File: src/rtl/prng_range_sampler.sv
// rtl/prng_range_sampler.sv - masked rejection sampler turning PRNG bytes into [0, limit) values, FIFO-buffered
module prng_range_sampler #(
    parameter int DEPTH = 4,
    parameter int CNT_W = 16
) (
    input  logic                      clk,
    input  logic                      rst,
    input  logic [7:0]                rnd_in,
    input  logic                      rnd_valid,
    output logic                      rnd_ready,
    input  logic                      cfg_we,
    input  logic [7:0]                cfg_limit,
    output logic [7:0]                out_data,
    output logic                      out_valid,
    input  logic                      out_ready,
    output logic [$clog2(DEPTH):0]    level,
    output logic [CNT_W-1:0]          reject_cnt
);

    localparam int PTR_W = $clog2(DEPTH);
    localparam int LVL_W = PTR_W + 1;

    // Smallest all-ones mask covering limit-1, so a masked byte lands below limit at least half the time.
    function automatic logic [7:0] mask_for(input logic [7:0] lim);
        logic [7:0] v;
        v = lim - 8'd1;
        v = v | (v >> 1);
        v = v | (v >> 2);
        v = v | (v >> 4);
        if (lim == 8'd0) begin
            v = 8'hFF;
        end
        return v;
    endfunction

    logic [7:0]       limit_q, limit_d;
    logic [7:0]       mask_q, mask_d;
    logic [7:0]       mem_q [DEPTH];
    logic [7:0]       mem_d [DEPTH];
    logic [PTR_W-1:0] wr_ptr_q, wr_ptr_d;
    logic [PTR_W-1:0] rd_ptr_q, rd_ptr_d;
    logic [LVL_W-1:0] level_q, level_d;
    logic [CNT_W-1:0] reject_cnt_q, reject_cnt_d;

    logic       full;
    logic       empty;
    logic [7:0] masked;
    logic       accept;
    logic       push;
    logic       pop;
    logic       reject;

    assign full   = (level_q == LVL_W'(DEPTH));
    assign empty  = (level_q == '0);
    assign masked = rnd_in & mask_q;
    assign accept = (limit_q == 8'd0) || (masked < limit_q);
    assign push   = rnd_valid && !cfg_we && accept && !full;
    assign pop    = !empty && out_ready && !cfg_we;
    assign reject = rnd_valid && !cfg_we && !accept;

    always_comb begin
        limit_d      = limit_q;
        mask_d       = mask_q;
        mem_d        = mem_q;
        wr_ptr_d     = wr_ptr_q;
        rd_ptr_d     = rd_ptr_q;
        level_d      = level_q;
        reject_cnt_d = reject_cnt_q;
        if (cfg_we) begin
            limit_d      = cfg_limit;
            mask_d       = mask_for(cfg_limit);
            wr_ptr_d     = '0;
            rd_ptr_d     = '0;
            level_d      = '0;
            reject_cnt_d = '0;
            for (int i = 0; i < DEPTH; i++) begin
                mem_d[i] = 8'h00;
            end
        end else begin
            if (push) begin
                mem_d[wr_ptr_q] = masked;
                wr_ptr_d        = wr_ptr_q + PTR_W'(1);
            end
            if (pop) begin
                rd_ptr_d = rd_ptr_q + PTR_W'(1);
            end
            if (push && !pop) begin
                level_d = level_q + LVL_W'(1);
            end else if (pop && !push) begin
                level_d = level_q - LVL_W'(1);
            end
            if (reject && (reject_cnt_q != {CNT_W{1'b1}})) begin
                reject_cnt_d = reject_cnt_q + CNT_W'(1);
            end
        end
    end

    always_ff @(posedge clk) begin
        if (rst) begin
            limit_q      <= 8'd0;
            mask_q       <= 8'hFF;
            wr_ptr_q     <= '0;
            rd_ptr_q     <= '0;
            level_q      <= '0;
            reject_cnt_q <= '0;
            for (int i = 0; i < DEPTH; i++) begin
                mem_q[i] <= 8'h00;
            end
        end else begin
            limit_q      <= limit_d;
            mask_q       <= mask_d;
            wr_ptr_q     <= wr_ptr_d;
            rd_ptr_q     <= rd_ptr_d;
            level_q      <= level_d;
            reject_cnt_q <= reject_cnt_d;
            mem_q        <= mem_d;
        end
    end

    assign out_data   = mem_q[rd_ptr_q];
    assign out_valid  = !empty;
    assign rnd_ready  = !full;
    assign level      = level_q;
    assign reject_cnt = reject_cnt_q;

endmodule

File: config.mk
export PLATFORM = sky130hd
export DESIGN_NAME = prng_range_sampler
export DESIGN_NICKNAME = d
export VERILOG_FILES = /design/src/rtl/prng_range_sampler.sv
export SDC_FILE = /design/constraint.sdc
export NUM_CORES = 1
export LEC_CHECK = 0
export ABC_AREA = 1
export BUFFER_PORTS_ARGS = -buffer_cell sky130_fd_sc_hd__buf_2
export CORE_ASPECT_RATIO = 0.6
export CORE_UTILIZATION = 58
export CTS_CLUSTER_SIZE = 28
export DETAILED_ROUTE_END_ITERATION = 10
export HOLD_SLACK_MARGIN = 0.03
export PLACE_DENSITY = 0.76
export SLEW_MARGIN = 10
export SYNTH_ARGS = -nofsm -noshare
export SYNTH_HDL_FRONTEND = slang
export SYNTH_SLANG_ARGS = --single-unit
File: constraint.sdc
create_clock -name clk -period 3.4 [get_ports clk]
set_clock_uncertainty 0.15 [all_clocks]
set_input_delay 0.85 -clock clk [delete_from_list [all_inputs] [get_ports clk]]
set_output_delay 0.85 -clock clk [all_outputs]
set_load 0.01 [all_outputs]
==> results.json, run 1 <==
{
  "outcome": "completed",
  "htreeDepth": 3,
  "yosysTopAreaCell": "dfxtp_1",
  "dieArea_um2": 7280,
  "drv_cap": 0,
  "fin_area_um2": 4620,
  "ctsResizeCount": 0,
  "clkSinkCount": 71,
  "syn_to_final_growth_pct": 14.9,
  "fin_setup_tns_ns": 0,
  "fin_crit_ns": 3.17,
  "crit_arrival_ns": 2.17,
  "ys_top_cells_by_area": "dfxtp_1 35%, nand2_1 14%, inv_1 9.3%, nor2_1 8.0%, a21oi_1 6.0%",
  "routed_via_density": 5.36,
  "gp_congestion": 0.932,
  "p_per_area_nw_per_um2": 449,
  "wl_per_cell_um": 13.5,
  "grt-ovfl-total": 0,
  "cts_tree": "done",
  "ctsHoldBuffers": 0,
  "crit_path_end_kind": "output port",
  "crit_fanout": 26,
  "whs_ns": 0.316,
  "diodes": 0,
  "max_slew.worst_pin.slew_ns": 0.744,
  "finalNetCount": 689,
  "routed_wl_um": 10100,
  "initial_core_util": 0.602,
  "clkLatencyLatePin_ns": 0.34,
  "path_clk_slew_ns": 0.05,
  "setup_violations": 0,
  "drtIter0Drc": 302,
  "hold_viol": 0,
  "clock-root-buffer": "clkbuf_16",
  "grt_max_degree": 41,
  "cts_setup_buffers": 0,
  "grt_pass1_vias": 3601,
  "path_class": "flop to output port",
  "cts.path.max_buffers": 2,
  "required_ns": 2.40,
  "slew_headroom": 0.504,
  "final_max_slew_viol_count": 0,
  "port_buffers": 49,
  "vias": 3981,
  "drive_gt1_frac": 0.136,
  "die_h_um": 66.5,
  "nFillCells": 580,
  "firstDrtPassIters": 7,
  "yosys_warnings": 0,
  "ys_types": 33,
  "synth-seq-cells": 71,
  "leakagePower_nw": 2.18,
  "final_common_cell": "nand2_1",
  "avgSynthCellArea_um2": 6.63,
  "grt_use_total": 0.300,
  "row_count": 23,
  "grt_pass1_wl_um": 16600,
  "synthesis.area_um2": 4020,
  "ios": 50,
  "final_cells": 743,
  "synth_seq_area_share": 0.354,
  "antenna_left": 0,
  "fmax_mhz": 315,
  "drc": 0,
  "synth_top_area_frac": 0.354,
  "antenna_found_initial": 0,
  "die_w_um": 109,
  "dpl.cell_count": 727,
  "min_path_type": "flop to flop",
  "cts_buffers": 9,
  "dpl_cell_area_um2": 4310,
  "rsz0062_at_grt": "no",
  "core-area_um2": 6680,
  "vdd_drop_max_uv": 334,
  "syn_nets": 644,
  "fin_crit_sh": 0.933,
  "mostFrequentLayoutCells": "145 x nand2_1, 100 x inv_1, 85 x nor2_1, 71 x dfxtp_1, 49 x buf_2",
  "place_hpwl_um": 7150,
  "synth_cells": 606,
  "worst_setup_path_start_kind": "flop"
}
==> flip-flops by register name, summed over array words and instances, names as in the netlist <==
| register | flops |
|---|---|
| limit_q | 8 |
| mask_q | 8 |
| level | 3 |
| wr_ptr_q | 2 |
| reject_cnt | 16 |
| mem_q | 32 |
| rd_ptr_q | 2 |
==> critical path: stages, from the launching register on <==
cell,delay (ns)
dfxtp_1,0.57
inv_1,0.45
o21ai_0,0.32
a21oi_1,0.08
a21oi_1,0.23
buf_2,0.18
==> per-stage QoR <==
stage               worst slack (ns)  power (mW)   util
CTS                            0.263        2.08  0.692
global placement               0.189        1.11  0.645
finish                         0.229        2.08  0.692
floorplan                      0.232        1.05      -
detailed placement            0.0514        1.12  0.645
global route                  0.0933        2.15  0.692
==> cells in the mapped netlist <==
| library cell | n |
|---|---|
| o22ai_1 | 8 |
| a31oi_2 | 1 |
| a21oi_1 | 48 |
| clkinv_1 | 1 |
| or2_2 | 1 |
| nand3_2 | 3 |
| ha_1 | 16 |
| fa_1 | 1 |
| nand2_1 | 145 |
| buf_2 | 9 |
| nand3_1 | 18 |
| xnor2_1 | 3 |
| nor4_2 | 2 |
| o21ai_1 | 1 |
| nor2_2 | 3 |
| nand2_4 | 2 |
| a31oi_1 | 2 |
| nand3_4 | 2 |
| nand3b_1 | 2 |
| o21ai_0 | 18 |
| nor3_1 | 6 |
| o21a_1 | 1 |
| nor3_2 | 1 |
| nor2_1 | 86 |
| xor2_1 | 10 |
| buf_6 | 3 |
| dfxtp_1 | 71 |
| nand2_2 | 2 |
| clkbuf_1 | 9 |
| nand4_1 | 29 |
| and2_1 | 1 |
| inv_1 | 100 |
| inv_2 | 1 |
==> power by group <==
group | switching [mW] | leakage (nW) | total [mW] | internal, mW
Combinational | 0.167 | 1.45 | 0.246 | 0.0784
Sequential | 0.0123 | 0.575 | 0.860 | 0.848
Clock | 0.344 | 0.156 | 0.969 | 0.625
Total | 0.524 | 2.18 | 2.08 | 1.55
==> cell families (layout without fill, tap and decap cells) <==
group / after synthesis / in the layout / synth area share
and+or+nand+nor: 303 / 303 / 0.336
adders and majority gates: 17 / 17 / 0.0548
AOI/OAI and AO/OA: 79 / 79 / 0.104
DFF: 71 / 71 / 0.354
xor gates and xnor gates: 13 / 13 / 0.0283
buffers and inverters: 123 / 173 / 0.123
==> per-layer routing <==
| layer | GRT usage | wire length, um | vias to the layer above |
|---|---|---|---|
| li1 | - | - | 2000 |
| met1 | 0.405 | 4860 | 1827 |
| met2 | 0.466 | 4350 | 144 |
| met3 | 0.0802 | 745 | 10 |
| met4 | 0.0917 | 106 | 0 |
| met5 | 0 | 0 | - |
==> final cells by class <==
| cell class | count | area (um^2) | share of cell area |
|---|---|---|---|
| Clock buffer | 13 | 270 | 0.0585 |
| Clock inverter | 3 | 40.0 | 0.00867 |
| Inverter | 102 | 383 | 0.0829 |
| Multi-Input combinational cell | 412 | 2100 | 0.456 |
| Sequential cell | 71 | 1420 | 0.308 |
| Tap cell | 87 | 109 | 0.0236 |
| Timing Repair Buffer | 55 | 290 | 0.0629 |
==> worst paths after layout <==
| check | start | depth (start not counted) | slack (ns) | endpoint |
|---|---|---|---|---|
| setup / recovery | rd_ptr_q[0] | 5 | 0.23 | out_data[4] |
| hold / removal | mask_q[2] | 2 | 0.32 | mask_q[2] |
| setup reg to reg | mask_q[7] | 17 | 0.63 | level[2] |
| hold reg to reg | mask_q[2] | 2 | 0.32 | mask_q[2] |
Power figures use the tool's default switching activity.
==> run 2: changes to the inputs <==
--- a/config.mk
+++ b/config.mk
@@ -8,11 +8,12 @@
 export ABC_AREA = 1
 export BUFFER_PORTS_ARGS = -buffer_cell sky130_fd_sc_hd__buf_2
 export CORE_ASPECT_RATIO = 0.6
-export CORE_UTILIZATION = 58
+export CORE_UTILIZATION = 44
 export CTS_CLUSTER_SIZE = 28
 export DETAILED_ROUTE_END_ITERATION = 10
 export HOLD_SLACK_MARGIN = 0.03
-export PLACE_DENSITY = 0.76
+export PLACE_DENSITY = 0.59
+export REMOVE_ABC_BUFFERS = 1
 export SLEW_MARGIN = 10
 export SYNTH_ARGS = -nofsm -noshare
 export SYNTH_HDL_FRONTEND = slang
==> run 2 against run 1 <==
Against the previous run:
- register-to-register slack better by 0.06 ns
- utilization shrank 15 points
- first-iteration DRC count is 34% higher
- combinational power is essentially flat
- global-route usage shrank 6.5 points
- sequential power hardly changed
- fmax is 1.1% higher
- cell area grew 1.1%
- largest cell class unchanged
- sequential cell count unchanged
- highest routed layer unchanged
- largest power group unchanged
==> results.json, run 2 (synthesis gave the netlist of run 1 again) <==
{
  "p_clk_frac": 0.478,
  "drv_cap": 0,
  "largest-register": "mem_q",
  "path_cells": "inv_1, o21ai_0, a21oi_1, a21oi_1, buf_2",
  "row_count": 26,
  "cp.depth": 5,
  "rrSetupSlack_ns": 0.69,
  "path_clk_slew_ns": 0.06,
  "vias": 3890,
  "place_hpwl_um": 7720,
  "dp_slack_ns": 0.0999,
  "fin_setup_tns_ns": 0,
  "die_w_um": 125,
  "firstDrtPassIters": 7,
  "max_slew.worst_pin.slew_ns": 0.793,
  "cts.path.max_buffers": 2,
  "p_switching_mw": 0.552,
  "diodes": 0,
  "mostFrequentLayoutCells": "145 x nand2_1, 100 x inv_1, 85 x nor2_1, 71 x dfxtp_1, 49 x buf_2",
  "final_common_cell": "nand2_1",
  "cts_buffers": 9,
  "grt_use_total": 0.235,
  "grt-ovfl-total": 0,
  "core-area_um2": 8690,
  "finalNetCount": 691,
  "drtIter0Drc": 404,
  "dieArea_um2": 9530,
  "routed_via_density": 5.05,
  "htreeDepth": 3,
  "drive_gt1_frac": 0.138,
  "path_class": "flop to output port",
  "syn_to_final_growth_pct": 16.2,
  "antenna_left": 0,
  "path_buf_inv": 2,
  "initial_core_util": 0.463,
  "clkSinkCount": 71,
  "ctsHoldBuffers": 0,
  "path_common_cell": "a21oi_1",
  "hold_viol": 0,
  "fin_crit_sh": 0.922,
  "critical_path.startpoint": "rd_ptr_q[0]",
  "drc": 0,
  "r2r_cells": 20,
  "outcome": "completed",
  "required_ns": 2.40,
  "p_comb_frac": 0.116,
  "fin_crit_ns": 3.14,
  "crit_arrival_ns": 2.14,
  "cts_setup_buffers": 0,
  "ios": 50,
  "cts_tree": "done",
  "rsz0062_at_grt": "no",
  "largest_reg_flops": 32,
  "worst_setup_path_start_kind": "flop",
  "grt_pass1_vias": 3384,
  "port_buffers": 49,
  "wl_per_cell_um": 13.7,
  "final_max_slew_viol_count": 0,
  "crit_fanout": 26,
  "swShare": 0.260,
  "vdd_drop_max_uv": 251,
  "setup_violations": 0,
  "post-route-worst-setup-slack_ns": 0.264,
  "p_int_mw": 1.57,
  "antenna_found_initial": 0,
  "slew_headroom": 0.471,
  "finish.utilization": 0.537,
  "critical-path-top-delay-family": "buffers and inverters",
  "clock-root-buffer": "clkbuf_16",
  "p_per_area_nw_per_um2": 454,
  "ctsResizeCount": 0,
  "grt_max_degree": 41,
  "crit_path_end_kind": "output port",
  "p_total_mw": 2.12,
  "cp_slowest_cell": "dfxtp_1",
  "leakagePower_nw": 2.19,
  "fmax_mhz": 319,
  "clkLatencyLatePin_ns": 0.34,
  "timing.rr.start": "mask_q[1]",
  "routed_wl_um": 10500,
  "die_h_um": 76.0,
  "gp_congestion": 0.923,
  "crit_end": "out_data[5]",
  "pwr-share-seq": 0.406,
  "grt_pass1_wl_um": 17500,
  "reg2reg_to": "level[2]",
  "cpPeakStageDelay_ns": 0.57,
  "min_path_type": "flop to flop"
}
[run 2: worst min-delay path, cell delays in order (launching register included)]
cell and delay (ns):
dfxtp_1 0.31, nor2_1 0.09, a31oi_1 0.04
[run 2: stage by stage]
| stage | std cells | hold WS, ns | area, um^2 |
|---|---|---|---|
| after floorplan | 585 | 0.282 | 3910 |
| after global placement | 754 | 0.314 | 4350 |
| after detailed placement | 754 | 0.332 | 4350 |
| after CTS | 770 | 0.342 | 4670 |
| after global routing | 770 | 0.360 | 4670 |
| final | 770 | 0.341 | 4670 |
[run 2: layout make-up]
type | count | area [um^2]
inverter | 102 | 383
timing repair buffer | 57 | 305
fill | 856 | 4020
multi-input combinational | 412 | 2100
clock buffer | 10 | 229
sequential | 71 | 1420
clock inverter | 6 | 85.1
tap | 112 | 140
[run 2: worst min-delay path by stage]
stage                          from         to  cells after the start
after global placement    mask_q[4]  mask_q[4]                      2
final                     mask_q[7]  mask_q[7]                      2
after CTS                 mask_q[7]  mask_q[7]                      2
after floorplan           mask_q[2]  mask_q[2]                      2
after global routing      mask_q[7]  mask_q[7]                      2
after detailed placement  mask_q[4]  mask_q[4]                      2
[run 2: metal layers]
layer / global-route usage / wire length (um)
met3: 0.0632 / 781
met1: 0.380 / 5730
met4: 0.0549 / 71
met2: 0.294 / 3960
met5: 0 / 0
[run 2: power groups by stage]
stage | combinational [mW] | sequential, mW | clock, mW
finish | 0.246 | 0.861 | 1.01
global route | 0.279 | 0.862 | 1.06
CTS | 0.245 | 0.860 | 1.02
detailed placement | 0.244 | 0.878 | 0
global placement | 0.241 | 0.878 | 0
floorplan | 0.159 | 0.876 | 0
